File: config.mk
export PLATFORM = sky130hd
export DESIGN_NAME = fifo_sync_ext_flat
export DESIGN_NICKNAME = d
export VERILOG_FILES = /design/src/rtl/fifo_pkg.sv /design/src/rtl/fifo_sync_ext_if.sv /design/src/rtl/fifo_ram.sv /design/src/rtl/fifo_sync_ext.sv /design/src/flat_wrapper.sv
export SDC_FILE = /design/constraint.sdc
export NUM_CORES = 1
export LEC_CHECK = 0
export ABC_AREA = 1
export BUFFER_PORTS_ARGS = -buffer_cell sky130_fd_sc_hd__buf_2
export CAP_MARGIN = 20
export CORE_MARGIN = 10
export CORE_UTILIZATION = 55
export CTS_CLUSTER_DIAMETER = 120
export DETAILED_ROUTE_END_ITERATION = 10
export GPL_ROUTABILITY_DRIVEN = 0
export GPL_TIMING_DRIVEN = 0
export PLACE_DENSITY = 0.72
export SYNTH_ARGS = -nofsm -noshare
export SYNTH_HDL_FRONTEND = slang
export SYNTH_SLANG_ARGS = --single-unit
File: constraint.sdc
create_clock -name clk -period 4.02 [get_ports clk]
set_input_delay 0.402 -clock clk [delete_from_list [all_inputs] [get_ports clk]]
set_output_delay 0.402 -clock clk [all_outputs]
set_load 0.1 [all_outputs]
File: src/rtl/fifo_pkg.sv
// Purpose : shared helpers for the FIFO family (ceiling-log2, pointer wrap).
// Latency : n/a (constant and combinational functions only).
// Backpressure: n/a.
package fifo_pkg;

    // Ceiling log2, used for count and pointer widths (clog2(1) = 0).
    function automatic int clog2(input int v);
        int r;
        r = 0;
        while ((1 << r) < v) r++;
        return r;
    endfunction

    // Advance a pointer by one, wrapping to 0 after depth-1 by explicit
    // compare so non-power-of-two depths work.
    function automatic int unsigned ptr_inc(input int unsigned ptr, input int unsigned depth);
        return (ptr == depth - 32'd1) ? 32'd0 : ptr + 32'd1;
    endfunction

endpackage

File: src/rtl/fifo_sync_ext_if.sv
// Purpose : handshake/data bundle between a producer/consumer and fifo_sync_ext.
// Latency : n/a (wires only).
// Backpressure: producer watches full, consumer watches empty.
// Ports   : wr_en/rd_en/din towards the FIFO; dout, full, empty, almost_full,
//           almost_empty, count, overflow, underflow back from it.
interface fifo_sync_ext_if #(
    parameter int DATA_WIDTH = 8,
    parameter int MEM_DEPTH  = 16
);
    import fifo_pkg::*;

    localparam int CW = clog2(MEM_DEPTH + 1);

    logic                  wr_en;
    logic                  rd_en;
    logic [DATA_WIDTH-1:0] din;
    logic [DATA_WIDTH-1:0] dout;
    logic                  full;
    logic                  empty;
    logic                  almost_full;
    logic                  almost_empty;
    logic [CW-1:0]         count;
    logic                  overflow;
    logic                  underflow;

    modport master (
        output wr_en, rd_en, din,
        input  dout, full, empty, almost_full, almost_empty, count, overflow, underflow
    );

    modport slave (
        input  wr_en, rd_en, din,
        output dout, full, empty, almost_full, almost_empty, count, overflow, underflow
    );
endinterface

File: src/rtl/fifo_ram.sv
// Purpose : simple dual-port memory, one write port, one read port with registered output.
// Latency : 1 cycle read (rdata updates on the edge where re is high).
// Backpressure: none; caller gates we/re. rdata holds when re is low.
// Ports   : clk, rst (async, resets rdata only), we/waddr/wdata, re/raddr, rdata.
module fifo_ram #(
    parameter int DATA_WIDTH = 8,
    parameter int MEM_DEPTH  = 16,
    parameter int AW         = 4
) (
    input  logic                  clk,
    input  logic                  rst,
    input  logic                  we,
    input  logic [AW-1:0]         waddr,
    input  logic [DATA_WIDTH-1:0] wdata,
    input  logic                  re,
    input  logic [AW-1:0]         raddr,
    output logic [DATA_WIDTH-1:0] rdata
);
    logic [DATA_WIDTH-1:0] mem_q [MEM_DEPTH];
    logic [DATA_WIDTH-1:0] rdata_q;
    logic [DATA_WIDTH-1:0] rdata_d;

    // Storage is deliberately not reset.
    always_ff @(posedge clk) begin
        if (we) mem_q[waddr] <= wdata;
    end

    // A read of the address being written on the same edge returns the old word.
    always_comb begin
        rdata_d = rdata_q;
        if (re) rdata_d = mem_q[raddr];
    end

    always_ff @(posedge clk or posedge rst) begin
        if (rst) rdata_q <= '0;
        else     rdata_q <= rdata_d;
    end

    assign rdata = rdata_q;
endmodule

File: src/rtl/fifo_sync_ext.sv
// Purpose : single-clock FIFO, any depth >= 2, occupancy count, almost-full/empty thresholds.
// Latency : 1-cycle registered read; a write is readable from the following edge.
// Backpressure: write dropped when full unless a read happens on the same edge; read ignored when empty.
// Ports   : clk, rst (async active-high), bus (fifo_sync_ext_if.slave).
// Option  : define FIFO_SYNC_ERR_FLAGS_EN for sticky overflow/underflow; otherwise both read 0.
module fifo_sync_ext
    import fifo_pkg::*;
#(
    parameter int DATA_WIDTH = 8,
    parameter int MEM_DEPTH  = 16,
    parameter int AF_LEVEL   = MEM_DEPTH - 2,
    parameter int AE_LEVEL   = 2
) (
    input  logic          clk,
    input  logic          rst,
    fifo_sync_ext_if.slave bus
);
    localparam int CW = clog2(MEM_DEPTH + 1);
    localparam int PW = clog2(MEM_DEPTH);

    localparam logic [CW-1:0] DEPTH_C = CW'(MEM_DEPTH);
    localparam logic [CW-1:0] AF_C    = CW'(AF_LEVEL);
    localparam logic [CW-1:0] AE_C    = CW'(AE_LEVEL);

    logic [PW-1:0] wr_ptr_q, wr_ptr_d;
    logic [PW-1:0] rd_ptr_q, rd_ptr_d;
    logic [CW-1:0] count_q, count_d;
    logic          full_q, full_d;
    logic          empty_q, empty_d;
    logic          af_q, af_d;
    logic          ae_q, ae_d;
    logic          wr_acc;
    logic          rd_acc;

    always_comb begin
        // When full, a simultaneous read frees the slot the write lands in.
        wr_acc   = bus.wr_en && (!full_q || bus.rd_en);
        rd_acc   = bus.rd_en && !empty_q;

        wr_ptr_d = wr_ptr_q;
        rd_ptr_d = rd_ptr_q;
        count_d  = count_q;

        if (wr_acc) wr_ptr_d = PW'(ptr_inc(32'(wr_ptr_q), MEM_DEPTH));
        if (rd_acc) rd_ptr_d = PW'(ptr_inc(32'(rd_ptr_q), MEM_DEPTH));

        if (wr_acc && !rd_acc)      count_d = count_q + CW'(1);
        else if (rd_acc && !wr_acc) count_d = count_q - CW'(1);

        // Flags track the next count so they move on the same edge as count.
        full_d  = (count_d == DEPTH_C);
        empty_d = (count_d == '0);
        af_d    = (count_d >= AF_C);
        ae_d    = (count_d <= AE_C);
    end

    always_ff @(posedge clk or posedge rst) begin
        if (rst) begin
            wr_ptr_q <= '0;
            rd_ptr_q <= '0;
            count_q  <= '0;
            full_q   <= 1'b0;
            empty_q  <= 1'b1;
            af_q     <= 1'b0;
            ae_q     <= 1'b1;
        end else begin
            wr_ptr_q <= wr_ptr_d;
            rd_ptr_q <= rd_ptr_d;
            count_q  <= count_d;
            full_q   <= full_d;
            empty_q  <= empty_d;
            af_q     <= af_d;
            ae_q     <= ae_d;
        end
    end

    assign bus.count        = count_q;
    assign bus.full         = full_q;
    assign bus.empty        = empty_q;
    assign bus.almost_full  = af_q;
    assign bus.almost_empty = ae_q;

`ifdef FIFO_SYNC_ERR_FLAGS_EN
    logic ovf_q, ovf_d;
    logic udf_q, udf_d;

    always_comb begin
        ovf_d = ovf_q | (bus.wr_en & ~wr_acc);
        udf_d = udf_q | (bus.rd_en & empty_q);
    end

    always_ff @(posedge clk or posedge rst) begin
        if (rst) begin
            ovf_q <= 1'b0;
            udf_q <= 1'b0;
        end else begin
            ovf_q <= ovf_d;
            udf_q <= udf_d;
        end
    end

    assign bus.overflow  = ovf_q;
    assign bus.underflow = udf_q;
`else
    assign bus.overflow  = 1'b0;
    assign bus.underflow = 1'b0;
`endif

    fifo_ram #(
        .DATA_WIDTH (DATA_WIDTH),
        .MEM_DEPTH  (MEM_DEPTH),
        .AW         (PW)
    ) u_ram (
        .clk   (clk),
        .rst   (rst),
        .we    (wr_acc),
        .waddr (wr_ptr_q),
        .wdata (bus.din),
        .re    (rd_acc),
        .raddr (rd_ptr_q),
        .rdata (bus.dout)
    );
endmodule

File: src/flat_wrapper.sv
// flat-port wrapper written by rule: the top's interface ports become plain ports
module fifo_sync_ext_flat import fifo_pkg::*;
#(
    parameter int DATA_WIDTH = 8,
    parameter int MEM_DEPTH  = 16,
    parameter int AF_LEVEL   = MEM_DEPTH - 2,
    parameter int AE_LEVEL   = 2
)
  (clk, rst, bus_wr_en, bus_rd_en, bus_din, bus_dout, bus_full, bus_empty, bus_almost_full, bus_almost_empty, bus_count, bus_overflow, bus_underflow);
  fifo_sync_ext_if #(.DATA_WIDTH(DATA_WIDTH), .MEM_DEPTH(MEM_DEPTH)) bus_i ();
  input  logic clk;
  input  logic rst;
  input wire logic [$bits(bus_i.wr_en)-1:0] bus_wr_en;
  input wire logic [$bits(bus_i.rd_en)-1:0] bus_rd_en;
  input wire logic [$bits(bus_i.din)-1:0] bus_din;
  output wire logic [$bits(bus_i.dout)-1:0] bus_dout;
  output wire logic [$bits(bus_i.full)-1:0] bus_full;
  output wire logic [$bits(bus_i.empty)-1:0] bus_empty;
  output wire logic [$bits(bus_i.almost_full)-1:0] bus_almost_full;
  output wire logic [$bits(bus_i.almost_empty)-1:0] bus_almost_empty;
  output wire logic [$bits(bus_i.count)-1:0] bus_count;
  output wire logic [$bits(bus_i.overflow)-1:0] bus_overflow;
  output wire logic [$bits(bus_i.underflow)-1:0] bus_underflow;
  assign bus_i.wr_en = bus_wr_en;
  assign bus_i.rd_en = bus_rd_en;
  assign bus_i.din = bus_din;
  assign bus_dout = bus_i.dout;
  assign bus_full = bus_i.full;
  assign bus_empty = bus_i.empty;
  assign bus_almost_full = bus_i.almost_full;
  assign bus_almost_empty = bus_i.almost_empty;
  assign bus_count = bus_i.count;
  assign bus_overflow = bus_i.overflow;
  assign bus_underflow = bus_i.underflow;
  fifo_sync_ext #(.DATA_WIDTH(DATA_WIDTH), .MEM_DEPTH(MEM_DEPTH), .AF_LEVEL(AF_LEVEL), .AE_LEVEL(AE_LEVEL)) u_core (.clk(clk), .rst(rst), .bus(bus_i));
endmodule
==> reports/qor.yml <==
grt_max_degree: 26
root_buffer: "clkbuf_16"
synth-edff-count: 128
dieHeight_um: 129
stdcell_count: 831
netlist.area_leader.share_pct: 58.6
rsz0062_at_grt: "no"
post_cts_buffers: 0
dpl.hpwl_mm: 10.4
io_pins: 31
max_freq_mhz: 479
clock_skew_ps: 5.31
reg2reg_from: "u_core.bus.full$_DFF_PP0_"
cts_tree: "yes"
row_count: 39
report.final.slew_viol_count: 0
via_per_inst: 5.57
cp-start-kind: "flop"
synth_area_leader_cell: "edfxtp_1"
hold_violations: 0
syn_area_per_cell_um2: 10.5
wl_per_cell_um: 18.9
cp_max_fo: 8
detail-route-antenna-nets: 0
synth-main-ff-cell: "edfxtp_1"
die_w_um: 129
worstPathRequired_ps: 4070
power_mw: 5.99
grt_pass1_vias: 4433
period_needed_ps: 2090
area_growth_pct: 15.8
ff2ff_path_depth: 5
holdWs_ps: 408
dp_slack_ps: 1760
cellPowerDensity_nw_per_um2: 789
critPathCaptureType: "flop"
dieArea_um2: 16700
portBuffers: 28
ys_types: 27
syn_inst: 625
max-cap-violations: 0
initialDrtViolationCount: 547
core-area_um2: 11600
whs_path_depth: 1
track_usage_pct: 19.4
maxSlewHeadroom_pct: 46.0
yosysWarnings: 0
route.detailed.drc: 0
fin_nets: 694
start_util_pct: 56.7
worst_pin_slew_ps: 807
drive_gt1_share_pct: 14.1
clock-sinks: 153
synth_area_leaders: "edfxtp_1, nand2_1, dfrtp_1, nand3_1, nor2_1"
synth-seq-cells: 153
grt_overflow_total: 0
setup-violations-final: 0
worstSetupPathType: "reg2reg"
cts_buffer_depth: 2
yosysSeqAreaShare_pct: 68.2
syn_area_um2: 6560
path_clk_slew_ps: 60
min_period_over_period_pct: 51.9
htree_levels: 4
leakagePower_nw: 3.08
outcome: "completed"
wirelength_mm: 15.7
grt_pass1_wl_mm: 24.1
dp.cells: 797
antenna_found_initial: 0
cts_resized: 0
n_antenna_cell: 0
route.vias.total: 4627
peakVddDrop_mv: 0.534
critPathArrivalTime_ps: 2140
first_pass_iters: 7
cts_made_buffers: 17
ys_async_sr_fraction_pct: 16.3
clock_latency_ps: 430
min_path_type: "in2reg"
setup_slack_ps: 1930
min_from: "bus_din[4]"
critPathLaunch: "u_core.bus.full$_DFF_PP0_"
setup_tns_ps: 0
## sequential cells by signal, indices dropped and copies added, names as in the netlist
register and cells:
u_core.bus.empty 1, u_core.bus.almost_empty 1, u_core.u_ram.rdata 8, u_core.u_ram.mem_q 128, u_core.bus.count 5, u_core.rd_ptr_q 4, u_core.bus.full 1, u_core.bus.almost_full 1
u_core.wr_ptr_q 4
## worst paths after layout
check	endpoint	slack (ps)
worst max-delay path	u_core.u_ram.mem_q[2][6]$_DFFE_PP_	1930
worst min-delay path	u_core.u_ram.mem_q[14][4]$_DFFE_PP_	410
worst max register to register	u_core.u_ram.mem_q[2][6]$_DFFE_PP_	1930
worst min register to register	u_core.u_ram.rdata[6]$_DFFE_PP0P_	530
max in group asynchronous	u_core.bus.empty$_DFF_PP1_	3010
min in group asynchronous	u_core.u_ram.rdata[3]$_DFFE_PP0P_	500
## routing by layer
metal	part of all wire [%]	vias up	global-route usage [%]
met3	7.4	27	5.26
li1	-	2195	-
met1	42	2218	24.7
met5	0	-	0
met4	1.8	0	7.89
met2	48	187	30.9
## cell families after synthesis
| family | share of synthesized area (%) |
|---|---|
| flip-flops | 68.2 |
| AND/OR/NAND/NOR | 22.8 |
| other | 0.0572 |
| adder cells (fa/ha/maj) | 1.34 |
| AO/OA/AOI/OAI | 2.94 |
| buffers and inverters | 4.27 |
| XOR/XNOR | 0.401 |
## cell usage after synthesis, drive strengths merged (2+ instances only)
master and instances:
dfstp 2, nor2 81, edfxtp 128, o21ai 21, buf 23, clkbuf 4, inv 29, nor3 2
dfrtp 23, nand2 215, a21oi 16, nand4 4, nand3 65, ha 7, xor2 2
## area by class of cell
type	count	area (um^2)
sequential	153	4470
buffer	27	171
multi-input combinational	417	1810
timing repair buffer	30	178
clock buffer	18	429
inverter	29	109
clock inverter	14	246
fill	873	3970
tap	143	179
## layout by cell type (no fill, tap or decap), types with 6 or more instances in the layout
cell type	instances
a21oi_1	16
buf_2	39
buf_4	7
bufinv_16	6
clkbuf_16	17
dfrtp_1	23
edfxtp_1	128
ha_1	7
inv_1	22
inv_2	7
nand2_1	213
nand3_1	64
nor2_1	78
o21ai_0	20
## report_power, final
| part | switching [mW] | internal (mW) |
|---|---|---|
| sequential | 0.124 | 1.95 |
| combinational | 1.62 | 0.504 |
| clock | 0.625 | 1.17 |
## critical path, cell delays in order, from the launching register on
cell     delay (ps)
dfrtp_1         380
nand2_1         100
nand2_1         160
inv_1           210
nand2_1         190
nor2_1          660
## stage by stage
step	util, %	cell area [um^2]
after CTS	65.3	7550
after detailed placement	59.5	6880
after global placement	59.5	6880
after global routing	65.6	7590
final	65.6	7590
after floorplan	-	6560
## timing repair
| action | in CTS | in global routing |
|---|---|---|
| hold endpoints to repair | 0 | 6 |
| endpoints found under the setup margin | 0 | 0 |
| hold buffers | 0 | 1 |
Power figures use the tool's default switching activity.
